## config.mk

```make
export PLATFORM = sky130hd
export DESIGN_NAME = fft_input_reorder_flat
export DESIGN_NICKNAME = d
export VERILOG_FILES = /design/src/rtl/fft_reorder_pkg.sv /design/src/rtl/fft_input_reorder_if.sv /design/src/rtl/fft_sample_bank.sv /design/src/rtl/fft_input_reorder.sv /design/src/flat_wrapper.sv
export SDC_FILE = /design/constraint.sdc
export NUM_CORES = 1
export LEC_CHECK = 0
export ABC_CLOCK_PERIOD_IN_PS = 4700
export BUFFER_PORTS_ARGS = -buffer_cell sky130_fd_sc_hd__buf_2
export CAP_MARGIN = 20
export CORE_ASPECT_RATIO = 2
export CORE_MARGIN = 2
export CORE_UTILIZATION = 47
export CTS_BUF_LIST = sky130_fd_sc_hd__clkbuf_4
export CTS_CLUSTER_SIZE = 25
export DETAILED_ROUTE_END_ITERATION = 16
export PLACE_DENSITY = 0.69
export SETUP_SLACK_MARGIN = 0.5
export SYNTH_ARGS = -nofsm -noshare
export SYNTH_HDL_FRONTEND = slang
export SYNTH_SLANG_ARGS = --single-unit
```

## constraint.sdc

```tcl
create_clock -name clk -period 4.7 [get_ports clk]
set_input_delay 1.41 -clock clk [delete_from_list [all_inputs] [get_ports clk]]
set_output_delay 1.41 -clock clk [all_outputs]
set_load 0.03 [all_outputs]
```

## src/rtl/fft_reorder_pkg.sv

```systemverilog
// Shared constants, bit-reversal helper and read-side FSM state for the FFT input reorder stage.
package fft_reorder_pkg;

    localparam int N     = 8;
    localparam int LOG2N = 3;
    localparam int DW    = 12;

    typedef enum logic [0:0] {
        IDLE,
        STREAM
    } rd_state_e;

    // Mirror the index bits: bit i of the result is bit LOG2N-1-i of the input.
    function automatic logic [LOG2N-1:0] bitrev(input logic [LOG2N-1:0] idx);
        logic [LOG2N-1:0] rev;
        for (int i = 0; i < LOG2N; i++) begin
            rev[i] = idx[LOG2N-1-i];
        end
        return rev;
    endfunction

endpackage

```

## src/rtl/fft_input_reorder_if.sv

```systemverilog
// Sample-in / operand-pair-out bus of fft_input_reorder.
// drop_cnt exists only when FFT_REORDER_DROP_CNT_EN is defined.
interface fft_input_reorder_if import fft_reorder_pkg::*; #(
    parameter int DW    = fft_reorder_pkg::DW,
    parameter int LOG2N = fft_reorder_pkg::LOG2N
);

    logic             in_valid;
    logic [DW-1:0]    in_data;
    logic             out_valid;
    logic             out_ready;
    logic [DW-1:0]    out_m_real;
    logic [DW-1:0]    out_m_img;
    logic [DW-1:0]    out_n_real;
    logic [DW-1:0]    out_n_img;
    logic [LOG2N-2:0] out_pair;
    logic             out_last;
    logic             overrun;
    logic             overrun_clr;
`ifdef FFT_REORDER_DROP_CNT_EN
    logic [7:0]       drop_cnt;
`endif

    // Environment side: sample source plus operand consumer.
    modport master (
        output in_valid, in_data, out_ready, overrun_clr,
        input  out_valid, out_m_real, out_m_img, out_n_real, out_n_img,
               out_pair, out_last, overrun
`ifdef FFT_REORDER_DROP_CNT_EN
        , input drop_cnt
`endif
    );

    // Reorder block side.
    modport slave (
        input  in_valid, in_data, out_ready, overrun_clr,
        output out_valid, out_m_real, out_m_img, out_n_real, out_n_img,
               out_pair, out_last, overrun
`ifdef FFT_REORDER_DROP_CNT_EN
        , output drop_cnt
`endif
    );

endinterface

```

## src/rtl/fft_sample_bank.sv

```systemverilog
// One N x DW sample bank: a single write port and two combinational read ports.
module fft_sample_bank import fft_reorder_pkg::*; #(
    parameter int N     = fft_reorder_pkg::N,
    parameter int LOG2N = fft_reorder_pkg::LOG2N,
    parameter int DW    = fft_reorder_pkg::DW
) (
    input  logic             clk,
    input  logic             we,
    input  logic [LOG2N-1:0] wr_addr,
    input  logic [DW-1:0]    wr_data,
    input  logic [LOG2N-1:0] addr_a,
    input  logic [LOG2N-1:0] addr_b,
    output logic [DW-1:0]    data_a,
    output logic [DW-1:0]    data_b
);

    logic [DW-1:0] mem [N];

    // NOTE: storage has no reset; the owner's full flags decide whether contents are meaningful.
    // NOTE: sequential state is assigned with <= so every reader sees the pre-edge value.
    always_ff @(posedge clk) begin
        if (we) begin
            mem[wr_addr] <= wr_data;
        end
    end

    assign data_a = mem[addr_a];
    assign data_b = mem[addr_b];

endmodule

```

## src/rtl/fft_input_reorder.sv

```systemverilog
// Ping-pong reorder stage feeding the first radix-2 butterfly of the 8-point FFT.
// Define FFT_REORDER_DROP_CNT_EN to add a saturating count of dropped samples on bus.drop_cnt.
module fft_input_reorder import fft_reorder_pkg::*; #(
    parameter int N     = fft_reorder_pkg::N,
    parameter int LOG2N = fft_reorder_pkg::LOG2N,
    parameter int DW    = fft_reorder_pkg::DW
) (
    input  logic               clk,
    input  logic               rst_n,
    fft_input_reorder_if.slave bus
);

    localparam int PW = LOG2N - 1;

    logic [1:0]       bank_full;
    logic [1:0]       bank_full_nxt;
    logic             wr_bank;
    logic [LOG2N-1:0] wr_addr;
    logic             handshake;
    logic             frame_done;
    logic             wr_open;
    logic             wr_accept;
    logic             wr_wrap;
    logic             drop;

    rd_state_e        state;
    rd_state_e        state_nxt;
    logic             rd_bank;
    logic             rd_bank_nxt;
    logic             out_valid_q;
    logic             out_valid_nxt;
    logic             out_last_q;
    logic             out_last_nxt;
    logic [PW-1:0]    out_pair_q;
    logic [DW-1:0]    out_m_q;
    logic [DW-1:0]    out_n_q;
    logic             overrun_q;

    logic             load;
    logic             load_bank;
    logic [PW-1:0]    load_pair;
    logic [LOG2N-1:0] addr_a;
    logic [LOG2N-1:0] addr_b;
    logic [DW-1:0]    data_a [2];
    logic [DW-1:0]    data_b [2];

    assign handshake  = out_valid_q & bus.out_ready;
    assign frame_done = handshake & out_last_q;

    // A bank being released by the reader this cycle is already writable.
    assign wr_open   = ~bank_full[wr_bank] | (frame_done & (rd_bank == wr_bank));
    assign wr_accept = bus.in_valid & wr_open;
    assign drop      = bus.in_valid & ~wr_open;
    assign wr_wrap   = wr_accept & (wr_addr == LOG2N'(N - 1));

    for (genvar b = 0; b < 2; b++) begin : g_bank
        fft_sample_bank #(
            .N     (N),
            .LOG2N (LOG2N),
            .DW    (DW)
        ) u_bank (
            .clk     (clk),
            .we      (wr_accept && (wr_bank == 1'(b))),
            .wr_addr (wr_addr),
            .wr_data (bus.in_data),
            .addr_a  (addr_a),
            .addr_b  (addr_b),
            .data_a  (data_a[b]),
            .data_b  (data_b[b])
        );
    end

    always_comb begin
        bank_full_nxt = bank_full;
        if (frame_done) begin
            bank_full_nxt[rd_bank] = 1'b0;
        end
        if (wr_wrap) begin
            bank_full_nxt[wr_bank] = 1'b1;
        end
    end

    always_ff @(posedge clk or negedge rst_n) begin
        if (!rst_n) begin
            bank_full <= 2'b00;
            wr_bank   <= 1'b0;
            wr_addr   <= '0;
        end else begin
            bank_full <= bank_full_nxt;
            if (wr_accept) begin
                wr_addr <= wr_addr + 1'b1;
                if (wr_wrap) begin
                    wr_bank <= ~wr_bank;
                end
            end
        end
    end

    // Pair p pulls x_m from bitrev(2p) and x_n from bitrev(2p+1).
    assign addr_a = bitrev({load_pair, 1'b0});
    assign addr_b = bitrev({load_pair, 1'b1});

    // NOTE: every signal driven here gets a default first, so no latch is inferred.
    always_comb begin
        state_nxt     = state;
        rd_bank_nxt   = rd_bank;
        out_valid_nxt = out_valid_q;
        out_last_nxt  = out_last_q;
        load          = 1'b0;
        load_bank     = rd_bank;
        load_pair     = '0;

        case (state)
            IDLE: begin
                if (bank_full[rd_bank]) begin
                    load          = 1'b1;
                    out_valid_nxt = 1'b1;
                    state_nxt     = STREAM;
                end
            end
            STREAM: begin
                if (handshake) begin
                    if (out_last_q) begin
                        rd_bank_nxt = ~rd_bank;
                        if (bank_full[~rd_bank]) begin
                            load      = 1'b1;
                            load_bank = ~rd_bank;
                        end else begin
                            out_valid_nxt = 1'b0;
                            out_last_nxt  = 1'b0;
                            state_nxt     = IDLE;
                        end
                    end else begin
                        load      = 1'b1;
                        load_pair = out_pair_q + 1'b1;
                    end
                end
            end
            default: state_nxt = IDLE;
        endcase

        if (load) begin
            out_last_nxt = (load_pair == '1);
        end
    end

    always_ff @(posedge clk or negedge rst_n) begin
        if (!rst_n) begin
            state       <= IDLE;
            rd_bank     <= 1'b0;
            out_valid_q <= 1'b0;
            out_last_q  <= 1'b0;
            out_pair_q  <= '0;
            out_m_q     <= '0;
            out_n_q     <= '0;
        end else begin
            state       <= state_nxt;
            rd_bank     <= rd_bank_nxt;
            out_valid_q <= out_valid_nxt;
            out_last_q  <= out_last_nxt;
            if (load) begin
                out_pair_q <= load_pair;
                out_m_q    <= data_a[load_bank];
                out_n_q    <= data_b[load_bank];
            end
        end
    end

    // Set wins over clear when a drop coincides with overrun_clr.
    always_ff @(posedge clk or negedge rst_n) begin
        if (!rst_n) begin
            overrun_q <= 1'b0;
        end else if (drop) begin
            overrun_q <= 1'b1;
        end else if (bus.overrun_clr) begin
            overrun_q <= 1'b0;
        end
    end

`ifdef FFT_REORDER_DROP_CNT_EN
    logic [7:0] drop_cnt_q;

    always_ff @(posedge clk or negedge rst_n) begin
        if (!rst_n) begin
            drop_cnt_q <= '0;
        end else if (bus.overrun_clr) begin
            drop_cnt_q <= {7'd0, drop};
        end else if (drop && (drop_cnt_q != 8'hFF)) begin
            drop_cnt_q <= drop_cnt_q + 8'd1;
        end
    end

    assign bus.drop_cnt = drop_cnt_q;
`endif

    assign bus.out_valid  = out_valid_q;
    assign bus.out_m_real = out_m_q;
    assign bus.out_m_img  = '0;
    assign bus.out_n_real = out_n_q;
    assign bus.out_n_img  = '0;
    assign bus.out_pair   = out_pair_q;
    assign bus.out_last   = out_last_q;
    assign bus.overrun    = overrun_q;

endmodule
```

## src/flat_wrapper.sv

```systemverilog
// flat-port wrapper written by rule: the top's interface ports become plain ports
module fft_input_reorder_flat import fft_reorder_pkg::*;
#(
    parameter int N     = fft_reorder_pkg::N,
    parameter int LOG2N = fft_reorder_pkg::LOG2N,
    parameter int DW    = fft_reorder_pkg::DW
)
  (clk, rst_n, bus_in_valid, bus_in_data, bus_out_ready, bus_overrun_clr, bus_out_valid, bus_out_m_real, bus_out_m_img, bus_out_n_real, bus_out_n_img, bus_out_pair, bus_out_last, bus_overrun);
  fft_input_reorder_if #(.DW(DW), .LOG2N(LOG2N)) bus_i ();
  input  logic clk;
  input  logic rst_n;
  input wire logic [$bits(bus_i.in_valid)-1:0] bus_in_valid;
  input wire logic [$bits(bus_i.in_data)-1:0] bus_in_data;
  input wire logic [$bits(bus_i.out_ready)-1:0] bus_out_ready;
  input wire logic [$bits(bus_i.overrun_clr)-1:0] bus_overrun_clr;
  output wire logic [$bits(bus_i.out_valid)-1:0] bus_out_valid;
  output wire logic [$bits(bus_i.out_m_real)-1:0] bus_out_m_real;
  output wire logic [$bits(bus_i.out_m_img)-1:0] bus_out_m_img;
  output wire logic [$bits(bus_i.out_n_real)-1:0] bus_out_n_real;
  output wire logic [$bits(bus_i.out_n_img)-1:0] bus_out_n_img;
  output wire logic [$bits(bus_i.out_pair)-1:0] bus_out_pair;
  output wire logic [$bits(bus_i.out_last)-1:0] bus_out_last;
  output wire logic [$bits(bus_i.overrun)-1:0] bus_overrun;
  assign bus_i.in_valid = bus_in_valid;
  assign bus_i.in_data = bus_in_data;
  assign bus_i.out_ready = bus_out_ready;
  assign bus_i.overrun_clr = bus_overrun_clr;
  assign bus_out_valid = bus_i.out_valid;
  assign bus_out_m_real = bus_i.out_m_real;
  assign bus_out_m_img = bus_i.out_m_img;
  assign bus_out_n_real = bus_i.out_n_real;
  assign bus_out_n_img = bus_i.out_n_img;
  assign bus_out_pair = bus_i.out_pair;
  assign bus_out_last = bus_i.out_last;
  assign bus_overrun = bus_i.overrun;
  fft_input_reorder #(.N(N), .LOG2N(LOG2N), .DW(DW)) u_core (.clk(clk), .rst_n(rst_n), .bus(bus_i));
endmodule
```

Word level (Yosys, flattened, before mapping). Memories as Yosys holds them, arrays and structs flattened. Cells that the tools add are included.

Magnitude comparators: 6. Muxes and demuxes: 47. Add/subtract/negate cells: 2. Reductions and logical operators: 11. Bitwise logic cells: 16. Equal/unequal tests: 7.

Operators with widths (number): $mux W12 (6); $mux W1 (31); $mux W2 (5); $and A1 B1 Y1 (6); $lt A1 B2 Y1 const B (3); $pmux W1 S2 (3); $reduce_bool A2 Y1 (3); $not A1 Y1 (5); $logic_and A1 B1 Y1 (4); $ne A2 B1 Y1 const B (2); $ne A2 B2 Y1 const B (2); $reduce_and A2 Y1 (2); $reduce_and A4 Y1 (1); $add A3 B1 Y3 const B (1); $eq A3 B3 Y1 const B (1); $reduce_and A3 Y1 (1); $add A2 B1 Y2 const B (1); $and A2 B2 Y2 (1); $demux W1 S1 (2); $eq A2 B2 Y1 const B (1); $ge A1 B1 Y1 const B (2); $ge A2 B2 Y1 const B (1); $not A1 Y2 (1); $not A2 Y2 (1); 3 further kinds (3).

Memories: 2. RAM bits: 192. Bits in registers: 37. Output and inout bits: 53. Bits of input ports: 17. Word-level logic and storage cells: 102.

Memories: u_core.g_bank[0].u_bank.mem (depth 8, width 12, read ports 2, clocked after Yosys merged registers in 0, wr ports 1, RTL line fft_sample_bank.sv:17) `logic [DW-1:0] mem [N];`; u_core.g_bank[1].u_bank.mem (depth 8, width 12, read ports 2, clocked after Yosys merged registers in 0, wr ports 1, RTL line fft_sample_bank.sv:17).

Depth between registers and ports, before layout.
Depth in word-level cells: 11. Mapped depth: 9. Mapped depth without buffers: 5.

Cells and area by module. From an unflattened synthesis, not the netlist that was laid out.

Cell total of the unflattened synthesis: 701. Area total of the unflattened synthesis: 12015.3 sq um.

By module, submodules not included: fft_sample_bank (u_core.g_bank[0].u_bank) (cells an instance 195, seq. area each 2882.8 sq um, area each 4556.9 sq um, instances 1); fft_sample_bank (u_core.g_bank[1].u_bank) (cells an instance 195, seq. area each 2882.8 sq um, area each 4553.1 sq um, instances 1); fft_input_reorder (cells an instance 311, seq. area each 925.9 sq um, area each 2905.3 sq um, instances 1).

Least setup slack after synthesis. OpenSTA, ideal clock, no wires.

Path kind: input to register. Start point: in bus_out_ready. End point: mem u_core.g_bank[0].u_bank.mem[2][0], enable pin. Setup time: 0.396 ns. Data required time: 4.304 ns. Slack: 1.336 ns. Stages: 5. Buffers on the path: 0. Data arrival time: 2.968 ns. Path through: nand3_1 o21ai_0 nor2b_1 nand3_1 nor3_1.

Longest elaborated chain between the ends: 8.

RTL lines: start: declaration (RTL line flat_wrapper.sv:14) `input wire logic [$bits(bus_i.out_ready)-1:0] bus_out_ready;`; $and A1 B1 Y1 (RTL line fft_input_reorder.sv:47) `assign handshake = out_valid_q & bus.out_ready;`; $and A1 B1 Y1 (RTL line fft_input_reorder.sv:48) `assign frame_done = handshake & out_last_q;`; $and A1 B1 Y1 (RTL line fft_input_reorder.sv:51) `assign wr_open = ~bank_full[wr_bank] | (frame_done & (rd_bank == wr_bank));`; $or A1 B1 Y1 (RTL line fft_input_reorder.sv:51); $and A1 B1 Y1 (RTL line fft_input_reorder.sv:52) `assign wr_accept = bus.in_valid & wr_open;`; $logic_and A1 B1 Y1 (RTL line fft_input_reorder.sv:63) `.we (wr_accept && (wr_bank == 1'(b))),`; $mux W1 (RTL line fft_sample_bank.sv:22) `if (we) begin`; $mux W1 (implied by the code) (RTL line fft_sample_bank.sv:23) `mem[wr_addr] <= wr_data;`; end: declaration (RTL line fft_sample_bank.sv:17).

Every way passes these cells.

Final worst setup path.
Start point: in bus_out_ready. End point: reg u_core.out_m_q[4], in the netlist u_core.bus.out_m_real[4].

Longest elaborated chain between the ends: 7. Elaborated cells on any way between the ends: 13. Those cells by class: mux: 9; bitwise: 2; memory: 2.

RTL lines: $and A1 B1 Y1 * (RTL line fft_input_reorder.sv:47); $mux W2 or $mux W1 (tied branches) (RTL line fft_input_reorder.sv:122) `if (handshake) begin`; $mux W2 or $mux W1 (tied branches) (RTL line fft_input_reorder.sv:113) `case (state)`; $mem_v2 Z8 W12 or $not A1 Y2 (tied branches); $mux W12 (implied by the code) (3 in a row) (RTL line fft_input_reorder.sv:163) `out_m_q <= data_a[load_bank];`; end signal: assignment (RTL line fft_input_reorder.sv:163); end: declaration (RTL line fft_input_reorder.sv:35) `logic [DW-1:0] out_m_q;`.

Every way passes the cells marked *; elsewhere a longest branch is shown, timed or not. The select of a mux whose other input is x is not followed. A chain may end at the register's enable or synchronous reset.

==> impl_metrics.yaml <==
run_status:
  status: "completed"
timing:
  final.period_utilization: 0.722
  slew_viol_final: 0
  fmax_ghz: 0.295
  setup-tns-final_ns: 0
  rsz0062_at_grt: "no"
  setup_violations: 0
  worst_pin_slew_ns: 0.988
  min_period_ns: 3.39
  hold_viol: 0
  max_slew_margin: 0.341
  skew_ns: 0.0357
die:
  fp.coreArea_um2: 19800
  die_h_um: 204
  rows: 73
  io_pins: 70
  dieArea_um2: 21300
  die_x_um: 104
  start_util: 0.476
yosys:
  ys_types: 43
  yosys.area.top_type_share: 0.610
  synth_top_area_cell: "edfxtp_1"
  ys_seq_elements: 229
  synth_area_per_cell_um2: 14.2
  synth_edf_count: 192
  synth_commonest_cells: "edfxtp_1, a211oi_1, nand2_1, and3_1, dfrtp_1"
  syn_inst: 664
  yosysMostFrequentCell: "edfxtp_1"
  netlist_area_um2: 9440
  synth_warnings: 0
  synth_area_leaders: "edfxtp_1, dfrtp_1, a211oi_1"
  yosysSeqAreaShare: 0.709
  synth_flop_cell: "edfxtp_1"
  synthArstFlopShare: 0.162
min_path:
  holdPathStages: 2
  holdCritPathClass: "reg -> reg"
clocking:
  cts_buffers: 48
  cts_hold_buf: 0
  post_cts_buffers: 0
  root_buffer: "clkbuf_4"
  clkTransAtPathRegs_ns: 0.07
  cts_tree: "built"
  h-tree-depth: 2
  cts_resized: 0
  clock_latency_ns: 0.65
  cts_max_path_buffers: 3
  cts_num_sinks: 229
setup_path:
  worstSetupEndpointType: "flip-flop"
  worst_setup_path_start_kind: "input pin"
  reg2reg_slack_ns: 1.75
  path_max_fanout: 50
  rr_worst_depth: 6
  cp.arrival_ns: 3.88
  critPathRequiredTime_ns: 5.19
  setup.worst_path.class: "in -> reg"
route:
  ant_nets: 0
  routed_via_density: 5.72
  drtIter0Drc: 390
  vias: 5917
  wl_per_cell_um: 22.0
  detail_route.first_pass.iterations: 5
  drt-total-wl_um: 22800
  drcViolationCount: 0
global_route:
  grt_pass1_vias: 6090
  overflow: 0
  grt_usage: 0.218
  grt_pass1_wl_um: 34600
  antenna_found_initial: 1
  grt_max_degree: 51
run:
  drv_cap: 0
pwr:
  netSwitchingFraction: 0.377
  total_power_mw: 6.41
  seqPwrFrac: 0.419
  p_sw_mw: 2.41
  leakage_nw: 3.85
  clkPwrFrac: 0.232
  power_density_nw_per_um2: 608
  p_int_mw: 3.99
  vdd_ir_drop_max_mv: 0.240
  power_frac_comb: 0.350
final_layout:
  drive_gt1_frac: 0.216
  multi_input_area_um2: 2410
  seq_area_um2: 6690
  fillers: 1662
  nets: 754
  area_growth_pct: 11.6
  finalNonFillerCells: 1035
placed_design:
  routabilityCongestion: 0.914
  port_buffers: 45
  dp_hpwl_um: 14900
  dp_cells: 947
## layer usage
metal,up-vias,global-route usage,wire (µm),share of wire
met5,-,0,0,0
met4,0,0.108,937,0.041
met3,62,0.0303,1360,0.060
met2,258,0.419,12800,0.56
met1,2884,0.228,7690,0.34
li1,2713,-,-,-
## path summary, 6_finish.rpt
path / from / endpoint
max: bus_out_ready / u_core.bus.out_m_real[4]
min: u_core.bus.out_m_real[5] / u_core.bus.out_m_real[5]
max reg2reg: u_core.bus.out_last / u_core.bus.out_m_real[4]
min reg2reg: u_core.bus.out_m_real[5] / u_core.bus.out_m_real[5]
max in group asynchronous: rst_n / u_core.bus.out_m_real[6]
min in group asynchronous: rst_n / u_core.wr_addr[2]
## kinds of logic after synthesis
group,Yosys count,share of synthesized area
adder cells (fa/ha/maj),2,0.00265
XOR/XNOR,3,0.00358
other,1,0.000397
AND/OR/NAND/NOR,151,0.0798
buffers and inverters,84,0.0503
AO/OA/AOI/OAI,186,0.146
flip-flops,229,0.709
multiplexers,8,0.00901
## worst max-delay path: stages
cell	delay [ns]
buf_2	0.11
and3_4	0.50
nand2_1	0.61
a211oi_1	0.83
o32a_1	0.31
o31ai_1	0.08
## layout by cell type (no fill, tap or decap), types with 2 or more instances in the layout
| cell type | synthesis | routed |
|---|---|---|
| a22oi_1 | 3 | 3 |
| xnor2_1 | 2 | 2 |
| mux2_2 | 4 | 4 |
| nor3_2 | 0 | 4 |
| buf_4 | 27 | 30 |
| edfxtp_1 | 192 | 192 |
| a211oi_1 | 63 | 63 |
| clkbuf_4 | 0 | 72 |
| nand2b_1 | 2 | 2 |
| buf_2 | 11 | 45 |
| o21ai_0 | 12 | 12 |
| o31ai_1 | 25 | 25 |
| nor2_1 | 34 | 34 |
| o21a_1 | 23 | 23 |
| dfrtp_1 | 37 | 37 |
| ha_1 | 2 | 2 |
| nand2_1 | 46 | 46 |
| clkinv_1 | 0 | 9 |
| inv_1 | 7 | 7 |
| o211ai_1 | 3 | 3 |
| and3_1 | 42 | 42 |
| nand4b_1 | 2 | 2 |
| a32oi_1 | 3 | 3 |
| a21oi_1 | 7 | 6 |
| conb_1 | 1 | 24 |
| nand3_1 | 5 | 5 |
| mux2i_1 | 4 | 4 |
| nor2b_1 | 8 | 8 |
| o22ai_1 | 22 | 22 |
| o32a_1 | 21 | 21 |
| clkinv_2 | 0 | 5 |
## area by class of cell
type | instances | area share
multi-input combinational | 374 | 0.229
clock inverter | 15 | 0.00843
clock buffer | 72 | 0.0513
antenna | 1 | 0.000237
timing repair buffer | 75 | 0.0427
tap | 262 | 0.0311
sequential | 229 | 0.635
inverter | 7 | 0.00249
## through the flow
stage	area [µm²]	hold slack, ns	utilization	setup WS [ns]
2_1_floorplan	9530	0.522	-	1.34
3_3_place_gp	9900	0.465	0.499	0.758
3_5_place_dp	9910	0.469	0.500	0.766
4_1_cts	10500	0.486	0.532	1.44
5_1_grt	10500	0.515	0.532	1.22
6_report	10500	0.481	0.532	1.31
## sequential cells by signal, indices dropped and copies added (netlist names)
signal,cells
u_core.bank_full,2
u_core.bus.out_last,1
u_core.bus.out_m_real,12
u_core.bus.out_n_real,12
u_core.bus.out_pair,2
u_core.bus.out_valid,1
u_core.bus.overrun,1
u_core.g_bank.u_bank.mem,192
u_core.rd_bank,1
u_core.state,1
u_core.wr_addr,3
u_core.wr_bank,1
## power by group through the flow
stage	sequential, mW	clock, mW	combinational [mW]
floorplan	2.85	0	1.44
global placement	2.71	0	2.18
detailed placement	2.73	0	2.24
CTS	2.68	1.52	2.25
global route	2.72	1.61	2.41
finish	2.69	1.48	2.24
Note: power is estimated with default switching activity, not from simulation.
